## config.mk

```make
export PLATFORM = sky130hd
export DESIGN_NAME = ghost_move_ctrl
export DESIGN_NICKNAME = d
export VERILOG_FILES = /design/src/rtl/ghost_move_ctrl.sv
export SDC_FILE = /design/constraint.sdc
export NUM_CORES = 1
export LEC_CHECK = 0
export ABC_AREA = 1
export CORE_MARGIN = 4
export CORE_UTILIZATION = 45
export CTS_BUF_LIST = sky130_fd_sc_hd__clkbuf_8
export CTS_CLUSTER_DIAMETER = 150
export DETAILED_ROUTE_END_ITERATION = 7
export HOLD_SLACK_MARGIN = 0.1
export PLACE_DENSITY = 0.68
export SETUP_SLACK_MARGIN = 0.15
export SLEW_MARGIN = 15
export SYNTH_ARGS = -nofsm -noshare
export SYNTH_HDL_FRONTEND = slang
export SYNTH_SLANG_ARGS = --single-unit
```

## constraint.sdc

```tcl
create_clock -name clk -period 4.45 [get_ports clk]
set_clock_uncertainty 0.1 [all_clocks]
set_input_delay 0.445 -clock clk [delete_from_list [all_inputs] [get_ports clk]]
set_output_delay 0.445 -clock clk [all_outputs]
set_load 0.05 [all_outputs]
```

## src/rtl/ghost_move_ctrl.sv

```systemverilog
// Ghost motion sequencer: move-tick divider, chase/fright/eaten mode machine and a
// wall-query handshake that picks one of four candidate steps per tick.
module ghost_move_ctrl #(
  parameter int unsigned X_HOME       = 320,
  parameter int unsigned Y_HOME       = 240,
  parameter int unsigned X_MIN        = 1,
  parameter int unsigned X_MAX        = 638,
  parameter int unsigned Y_MIN        = 1,
  parameter int unsigned Y_MAX        = 478,
  parameter int unsigned STEP_DIV     = 400000,
  parameter int unsigned FRIGHT_TICKS = 300
) (
  input  logic       clk,
  input  logic       reset,
  input  logic       e_start,
  input  logic       m_hold,
  input  logic       power_pill,
  input  logic       eaten,
  input  logic [9:0] x_pac,
  input  logic [8:0] y_pac,
  output logic       q_req,
  output logic [9:0] q_x,
  output logic [8:0] q_y,
  input  logic       q_ack,
  input  logic       q_wall,
  output logic [9:0] xGhost,
  output logic [8:0] yGhost,
  output logic       frightened,
  output logic       returning
);

  localparam int unsigned CntW = (STEP_DIV > 2) ? $clog2(STEP_DIV) : 1;
  localparam int unsigned TmrW = $clog2(FRIGHT_TICKS + 1);

  typedef enum logic [2:0] {StIdle, StWait, StChoose, StCheck, StQuery, StMove} state_e;
  typedef enum logic [1:0] {ModeChase, ModeFright, ModeEaten} mode_e;

  state_e            state_q, state_d;
  mode_e             mode_q, mode_d;
  logic [CntW-1:0]   cnt_q, cnt_d, lim_m1;
  logic [TmrW-1:0]   tmr_q, tmr_d;
  logic              pend_q, pend_d;
  logic [2:0]        k_q, k_d;
  logic [3:0][1:0]   dirs_q, dirs_d;
  logic [9:0]        x_q, x_d, qx_q, qx_d;
  logic [8:0]        y_q, y_d, qy_q, qy_d;

  logic              run, tick, x_pri, x_neg, y_neg, flee, oob;
  logic [10:0]       tx, dx, adx, cx;
  logic [9:0]        ty, dy, ady, cy;
  logic [1:0]        pri, sec, cur_dir;

  always_ff @(posedge clk or negedge reset) begin
    if (!reset) begin
      state_q <= StIdle;
      mode_q  <= ModeChase;
      cnt_q   <= '0;
      tmr_q   <= '0;
      pend_q  <= 1'b0;
      k_q     <= '0;
      dirs_q  <= '0;
      x_q     <= 10'(X_HOME);
      y_q     <= 9'(Y_HOME);
      qx_q    <= '0;
      qy_q    <= '0;
    end else begin
      state_q <= state_d;
      mode_q  <= mode_d;
      cnt_q   <= cnt_d;
      tmr_q   <= tmr_d;
      pend_q  <= pend_d;
      k_q     <= k_d;
      dirs_q  <= dirs_d;
      x_q     <= x_d;
      y_q     <= y_d;
      qx_q    <= qx_d;
      qy_q    <= qy_d;
    end
  end

  always_comb begin
    // Divider: >= catches a count left above the shorter EATEN limit.
    lim_m1 = (mode_q == ModeEaten) ? CntW'(STEP_DIV / 2 - 1) : CntW'(STEP_DIV - 1);
    run    = (state_q != StIdle) && !m_hold;
    tick   = run && (cnt_q >= lim_m1);
    cnt_d  = !run ? cnt_q : (tick ? '0 : cnt_q + 1'b1);

    // Candidate ordering; direction code is {is_y_axis, negative}.
    tx    = (mode_q == ModeEaten) ? 11'(X_HOME) : {1'b0, x_pac};
    ty    = (mode_q == ModeEaten) ? 10'(Y_HOME) : {1'b0, y_pac};
    dx    = tx - {1'b0, x_q};
    dy    = ty - {1'b0, y_q};
    adx   = dx[10] ? (~dx + 11'd1) : dx;
    ady   = dy[9] ? (~dy + 10'd1) : dy;
    x_pri = adx >= {1'b0, ady};
    flee  = (mode_q == ModeFright);
    x_neg = dx[10] ^ flee;
    y_neg = dy[9] ^ flee;
    pri   = x_pri ? {1'b0, x_neg} : {1'b1, y_neg};
    sec   = x_pri ? {1'b1, y_neg} : {1'b0, x_neg};

    cur_dir = dirs_q[k_q[1:0]];
    cx = {1'b0, x_q};
    cy = {1'b0, y_q};
    if (!cur_dir[1]) cx = cur_dir[0] ? cx - 11'd1 : cx + 11'd1;
    else             cy = cur_dir[0] ? cy - 10'd1 : cy + 10'd1;
    oob = (cx < 11'(X_MIN)) || (cx > 11'(X_MAX)) || (cy < 10'(Y_MIN)) || (cy > 10'(Y_MAX));

    state_d = state_q;
    k_d     = k_q;
    dirs_d  = dirs_q;
    x_d     = x_q;
    y_d     = y_q;
    qx_d    = qx_q;
    qy_d    = qy_q;
    unique case (state_q)
      StIdle:   if (e_start) state_d = StWait;
      StWait:   if (tick || pend_q) state_d = StChoose;
      StChoose: begin
        dirs_d  = {pri ^ 2'b01, sec ^ 2'b01, sec, pri};
        k_d     = '0;
        state_d = StCheck;
      end
      StCheck: begin
        if (k_q == 3'd4) begin
          state_d = StWait;
        end else if (oob) begin
          k_d = k_q + 3'd1;
        end else begin
          qx_d    = cx[9:0];
          qy_d    = cy[8:0];
          state_d = StQuery;
        end
      end
      StQuery: begin
        if (q_ack) begin
          if (q_wall) begin
            k_d     = k_q + 3'd1;
            state_d = StCheck;
          end else begin
            state_d = StMove;
          end
        end
      end
      StMove: begin
        x_d = cx[9:0];
        y_d = cy[8:0];
        // A tick landing here would be lost; chain straight into the next choice.
        state_d = (tick || pend_q) ? StChoose : StWait;
      end
      default: state_d = StIdle;
    endcase

    if ((state_q == StWait || state_q == StMove) && state_d == StChoose) pend_d = 1'b0;
    else                                                              pend_d = pend_q | tick;

    mode_d = mode_q;
    tmr_d  = tmr_q;
    unique case (mode_q)
      ModeChase: begin
        if (power_pill) begin
          mode_d = ModeFright;
          tmr_d  = TmrW'(FRIGHT_TICKS);
        end
      end
      ModeFright: begin
        if (eaten) begin
          mode_d = ModeEaten;
          tmr_d  = '0;
        end else if (power_pill) begin
          tmr_d = TmrW'(FRIGHT_TICKS);
        end else if (tick) begin
          if (tmr_q <= TmrW'(1)) begin
            mode_d = ModeChase;
            tmr_d  = '0;
          end else begin
            tmr_d = tmr_q - 1'b1;
          end
        end
      end
      ModeEaten: begin
        if (state_q == StMove && cx == 11'(X_HOME) && cy == 10'(Y_HOME)) mode_d = ModeChase;
      end
      default: mode_d = ModeChase;
    endcase
  end

  always_comb begin
    q_req      = (state_q == StQuery);
    q_x        = qx_q;
    q_y        = qy_q;
    xGhost     = x_q;
    yGhost     = y_q;
    frightened = (mode_q == ModeFright);
    returning  = (mode_q == ModeEaten);
  end

endmodule

```

== After elaboration in Yosys (flattened, before gate mapping) ==
Cells that the tools add are included.

* Bitwise logic cells: 9
* Divide/modulo/power cells: 0
* $add $sub $neg: 11
* Multiplexer cells: 41
* Reduce and logical (&&, ||, !) cells: 20
* Equal/unequal tests: 21
* Shifts and indexed selects: 0
* Order comparisons: 8
* Multiply operators: 0

{| class="wikitable"
|+ Operators by type and width
! operator !! count
|-
| 2-to-1 mux 9 bit || 6
|-
| 2-to-1 mux 10 bit || 4
|-
| 2-to-1 mux 19 bit || 2
|-
| 2-to-1 mux 11 bit || 3
|-
| 2-to-1 mux 3 bit || 10
|-
| 2-to-1 mux 2 bit || 10
|-
| adder 19 x 1 -> 19 bit (second input constant) || 1
|-
| >= comparator 19 bit || 1
|-
| case mux 3 bit (6 select lines) || 1
|-
| case mux 9 bit (2 select lines) || 1
|-
| adder 10 x 1 -> 11 bit (second input constant) || 1
|-
| adder 11 x 1 -> 11 bit (second input constant) || 1
|-
| == test 11 x 9 -> 1 bit (second input constant) || 1
|-
| >= comparator 11 x 10 -> 1 bit || 1
|-
| greater-than comparator 11 x 10 -> 1 bit (second input constant) || 1
|-
| less-than comparator 11 x 1 -> 1 bit (second input constant) || 1
|-
| NOT 11 bit || 1
|-
| subtractor 10 x 1 -> 11 bit (second input constant) || 1
|-
| subtractor 10 x 10 -> 11 bit || 1
|-
| adder 10 x 1 -> 10 bit (second input constant) || 1
|-
| adder 9 x 1 -> 10 bit (second input constant) || 1
|-
| == test 10 x 8 -> 1 bit (second input constant) || 1
|-
| greater-than comparator 10 x 9 -> 1 bit (second input constant) || 1
|-
| less-than comparator 10 x 1 -> 1 bit (second input constant) || 1
|-
| other kinds (33) || 57
|}

* Latch bits: 0
* Input bits: 27
* Logic and storage cells: 124
* Memory bits (read-only): 0
* Memories: 0
* Register bits after elaboration: 83
* Memory bits (writable): 0
* Output and inout port bits: 41

== Logic depth before layout (Yosys ltp) ==
* Depth after elaboration: 14
* Gate-level depth with buffers: 35
* Mapped depth without buffers: 33

== Least setup slack after synthesis ==
No wires, ideal clock.

* Kind: register to register
* From: register mode_q[0]
* To: register dirs_q[6] (netlist bit)
* Path buffers: 2
* Period minus slack after synthesis: 4707 ps
* Slack: -257 ps
* Required time: 4233 ps
* Arrival time: 4490 ps
* Setup time: 117 ps
* Cell stages (with the launch flop): 32
* Path through: dfrtp_1 nor2_1 clkbuf_1 nor2_1 fa_1 nand3_1 nand2_1 nand4_1 nand2_1 nand2_1 nand2_1 a21oi_1 clkbuf_1 inv_1 nor2_1 xor2_1 inv_1 ha_1 a21oi_1 o21ai_0 nand2_1 o211ai_1 nand2_1 o21ai_0 o21ai_0 nand2_1 nor2_1 nand2_1 nand2_1 nand2_1 nand2_1 nand2_1

* Longest elaborated chain between the ends: 9
* Elaborated cells between the ends (all ways): 17
* Classes of those cells: add/sub (4); order compare (1); eq/ne (2); mux (5); bitwise (5)

{| class="wikitable"
|+ RTL lines
! what !! line !! RTL
|-
| start: declaration || 39 || <nowiki>mode_e mode_q, mode_d;</nowiki>
|-
| start signal: assignment || 56 || <nowiki>mode_q <= ModeChase;</nowiki>
|-
| start signal: assignment || 68 || <nowiki>mode_q <= mode_d;</nowiki>
|-
| == test 2 bit (*) || -- ||
|-
| named net returning || 29 || <nowiki>output logic returning</nowiki>
|-
| 2-to-1 mux 10 bit / 2-to-1 mux 9 bit (equally long branches) || 89, 90 ||
|-
| subtractor 10 x 10 -> 11 bit / subtractor 9 x 9 -> 10 bit (equally long branches) || 91, 92 ||
|-
| NOT 11 bit / NOT 10 bit (equally long branches) || 93, 94 ||
|-
| adder 11 x 1 -> 11 bit / adder 10 x 1 -> 10 bit (equally long branches) || 93, 94 ||
|-
| 2-to-1 mux 11 bit / 2-to-1 mux 10 bit (equally long branches) || 93, 94 ||
|-
| >= comparator 11 x 10 -> 1 bit || 95 || <nowiki>x_pri = adx >= {1'b0, ady};</nowiki>
|-
| 2-to-1 mux 2 bit (*) || 99 || <nowiki>pri = x_pri ? {1'b0, x_neg} : {1'b1, y_neg};</nowiki>
|-
| NOT 1 bit (no source line) (*) || -- ||
|-
| end signal: assignment || 73 || <nowiki>dirs_q <= dirs_d;</nowiki>
|-
| end: declaration || 44 || <nowiki>logic [3:0][1:0] dirs_q, dirs_d;</nowiki>
|}

The timed path passes the listed nets; every way through them passes the cells marked *.
A chain may end at the register's enable or synchronous reset.

== Final worst setup path ==
* From: register mode_q[1]
* To: register dirs_q[6] (netlist bit)

* Longest elaborated chain between the ends: 9
* Elaborated cells between the ends (all ways): 17
* Classes of those cells: add/sub (4); order compare (1); eq/ne (2); mux (5); bitwise (5)

{| class="wikitable"
|+ RTL lines
! what !! line
|-
| == test 2 bit || 89, 90
|-
| 2-to-1 mux 10 bit / 2-to-1 mux 9 bit (equally long branches) || 89, 90
|-
| subtractor 10 x 10 -> 11 bit / subtractor 9 x 9 -> 10 bit (equally long branches) || 91, 92
|-
| NOT 11 bit / NOT 10 bit (equally long branches) || 93, 94
|-
| adder 11 x 1 -> 11 bit / adder 10 x 1 -> 10 bit (equally long branches) || 93, 94
|-
| 2-to-1 mux 11 bit / 2-to-1 mux 10 bit (equally long branches) || 93, 94
|-
| >= comparator 11 x 10 -> 1 bit || 95
|-
| 2-to-1 mux 2 bit (*) || 99
|-
| NOT 1 bit (no source line) (*) || --
|}

Mark *: on every way between the ends. The rest lies on a longest branch, timed or not.

==> reports/metrics.cfg <==
[run_status]
status=finished, final reports clean

[route]
wire_per_inst_um=13.2
wl_um=18500
via_count=7053
via_per_inst=5.03
drt_iter0_markers=389
ant_nets=0
firstDrtPassIters=5
drc=0

[global_routing]
grt_max_degree=82
grt_pass1_wl_um=30300
grt_use_total_pct=20.4
antenna_found_initial=0
grt.overflow.total=0
grt_pass1_vias=6449

[synthesis]
ys_async_sr_fraction_pct=100
avgSynthCellArea_sq_um=6.57
ys_types=44
yosysWarnings=0
synth-seq-area-share_pct=28.2
ys.flop_type=dfrtp_1
ys_ff_latch=81
syn_inst=1099
synth_edf_count=0
synthesis.area_sq_um=7220
syn_nets=1190

[layout]
area.growth.synth_to_final_pct=19.9
final_cell_mix=313 x nand2_1, 178 x inv_1, 105 x nor2_1, 75 x dfrtp_1, 69 x nand3_1
final_common_cell=nand2_1
postLayoutCellArea_sq_um=8650
final_layout_size_suffix_gt1_share_pct=8.52
fin_nets=1271
antenna_cells=0
fillCellCount=1640

[die]
initial_core_util_pct=45.8
ioPinCount=68
die_w_um=135
fp.dieArea_sq_um=18100
rows=46
coreArea_sq_um=15800
die_h_um=135

[timing]
finalCriticalPeriod_ns=4.03
tightest_slew_ns=1.02
slew_violations=0
slew_headroom_pct=31.8
rsz0062_at_grt=no
max_freq_ghz=0.248
post-route-period-util_pct=90.6
hold_viol=0
fin_ws_ns=0.417
setup-violations-final=0
setup_tns_ns=0

[critical_path]
rrSetupSlack_ns=0.42
r2r_cells=31
max_stage_delay_ns=0.41
setup.worst_path.end_class=register
r2r_end=dirs_q[6]
cp_max_fo=4
cp-start-kind=register
crit_slowest_cell=fa_2
worstPathArrival_ns=4.19
crit_top_cell=nand2_1
worstSetupPathType=reg -> reg
cp.required_ns=4.61
reg2reg_from=mode_q[1]

[clocking]
cts_buffers=9
cts_tree=yes
clkTransAtPathRegs_ns=0.09
cts_hold_buf=0
cts_root_buf=clkbuf_8
cts_sinks=81
htreeDepth=3
worstSkewPairLatency_ns=0.37
cts.path.max_buffers=2

[place]
hpwl_um=14200
place_ws_ns=-0.100
portBuffers=67
placed_area_sq_um=8180
gp_congestion=0.927

[hold_path]
min_path_type=in -> async

[job]
drv_cap=0

-- how the worst max path moves through the flow --
stage	start	depth (start not counted)	slack, ns	to
final	mode_q[1]	31	0.42	dirs_q[6]
after global routing	mode_q[1]	32	0.09	dirs_q[2]
after CTS	mode_q[0]	30	0.17	dirs_q[6]
after detailed placement	x_pac[0]	31	-0.10	dirs_q[6]
after global placement	x_pac[0]	31	0.04	dirs_q[6]
after floorplan	mode_q[0]	34	0.18	dirs_q[6]
-- state kept, by name, indices dropped and copies added, names as in the netlist --
name	cells
xGhost	10
q_y	9
pend_q	1
state_q	3
mode_q	2
q_x	10
k_q	3
tmr_q	9
dirs_q	6
yGhost	9
cnt_q	19
-- worst max-delay path, delay by kind of cell, from the launching register on --
| family | cells | cell delay [ns] |
|---|---|---|
| buffers and inverters | 6 | 0.55 |
| AOI/OAI and AO/OA | 3 | 0.28 |
| xor gates and xnor gates | 2 | 0.35 |
| DFF | 1 | 0.39 |
| and+or+nand+nor | 17 | 1.39 |
| adders and majority gates | 3 | 0.83 |
-- area by class of cell --
| type | instances | area (sq um) | area share (%) |
|---|---|---|---|
| repair buffers | 92 | 860 | 9.94 |
| clock buffers | 10 | 138 | 1.59 |
| well taps | 216 | 270 | 3.12 |
| flip-flops and latches | 81 | 2030 | 23.5 |
| multi-input cells | 815 | 4580 | 53.0 |
| clock inverters | 6 | 83.8 | 0.969 |
| inverters | 181 | 679 | 7.85 |
-- synth_stat cells, types with 5 or more instances --
master | number | share of area (%)
xnor2_1 | 11 | 1.3
xor2_1 | 27 | 3.3
inv_1 | 178 | 9.3
dfstp_2 | 6 | 2.2
nand2_1 | 319 | 17
a21oi_1 | 46 | 3.2
nand3_1 | 71 | 4.9
nor2_1 | 109 | 5.7
or2_2 | 6 | 0.52
ha_1 | 60 | 10
a31oi_1 | 5 | 0.43
o21ai_0 | 50 | 3.5
dfrtp_1 | 75 | 26
clkbuf_1 | 14 | 0.73
nand4_1 | 44 | 3.8
nor3_1 | 19 | 1.3
-- metal layers --
metal | routed length [um] | track usage, % | up-vias
met5 | 0 | 0 | -
met4 | 325 | 5.49 | 0
met3 | 721 | 3.20 | 20
met2 | 8970 | 35.2 | 143
met1 | 8470 | 26.5 | 3208
li1 | - | - | 3682
-- cells by family (layout without fill, tap and decap cells) --
group / count (synthesis) / after routing / share of synthesized area (%)
buf+inv: 203 / 289 / 11.0
fa+ha+maj: 64 / 64 / 11.5
compound gates: 124 / 124 / 9.38
flops: 81 / 81 / 28.2
xor+xnor: 39 / 39 / 4.84
simple gates: 588 / 588 / 35.0
-- what timing repair did --
action                                  CTS  global route
gates resized for setup                   2            44
hold endpoints to repair                  0             0
pin swaps                                 0            14
endpoints found under the setup margin    6             6
setup buffers                             0             6
-- stage by stage --
stage                     hold slack, ns  instances  util (%)
final                              0.143       1401      54.8
after global routing               0.214       1401      54.8
after CTS                          0.187       1395      53.3
after detailed placement           0.357       1379      51.9
after global placement             0.355       1379      51.9
after floorplan                   0.0494       1099         -
Power is not shown: default switching activity piles up to over one toggle a cycle in this logic, so the estimate is an artifact.
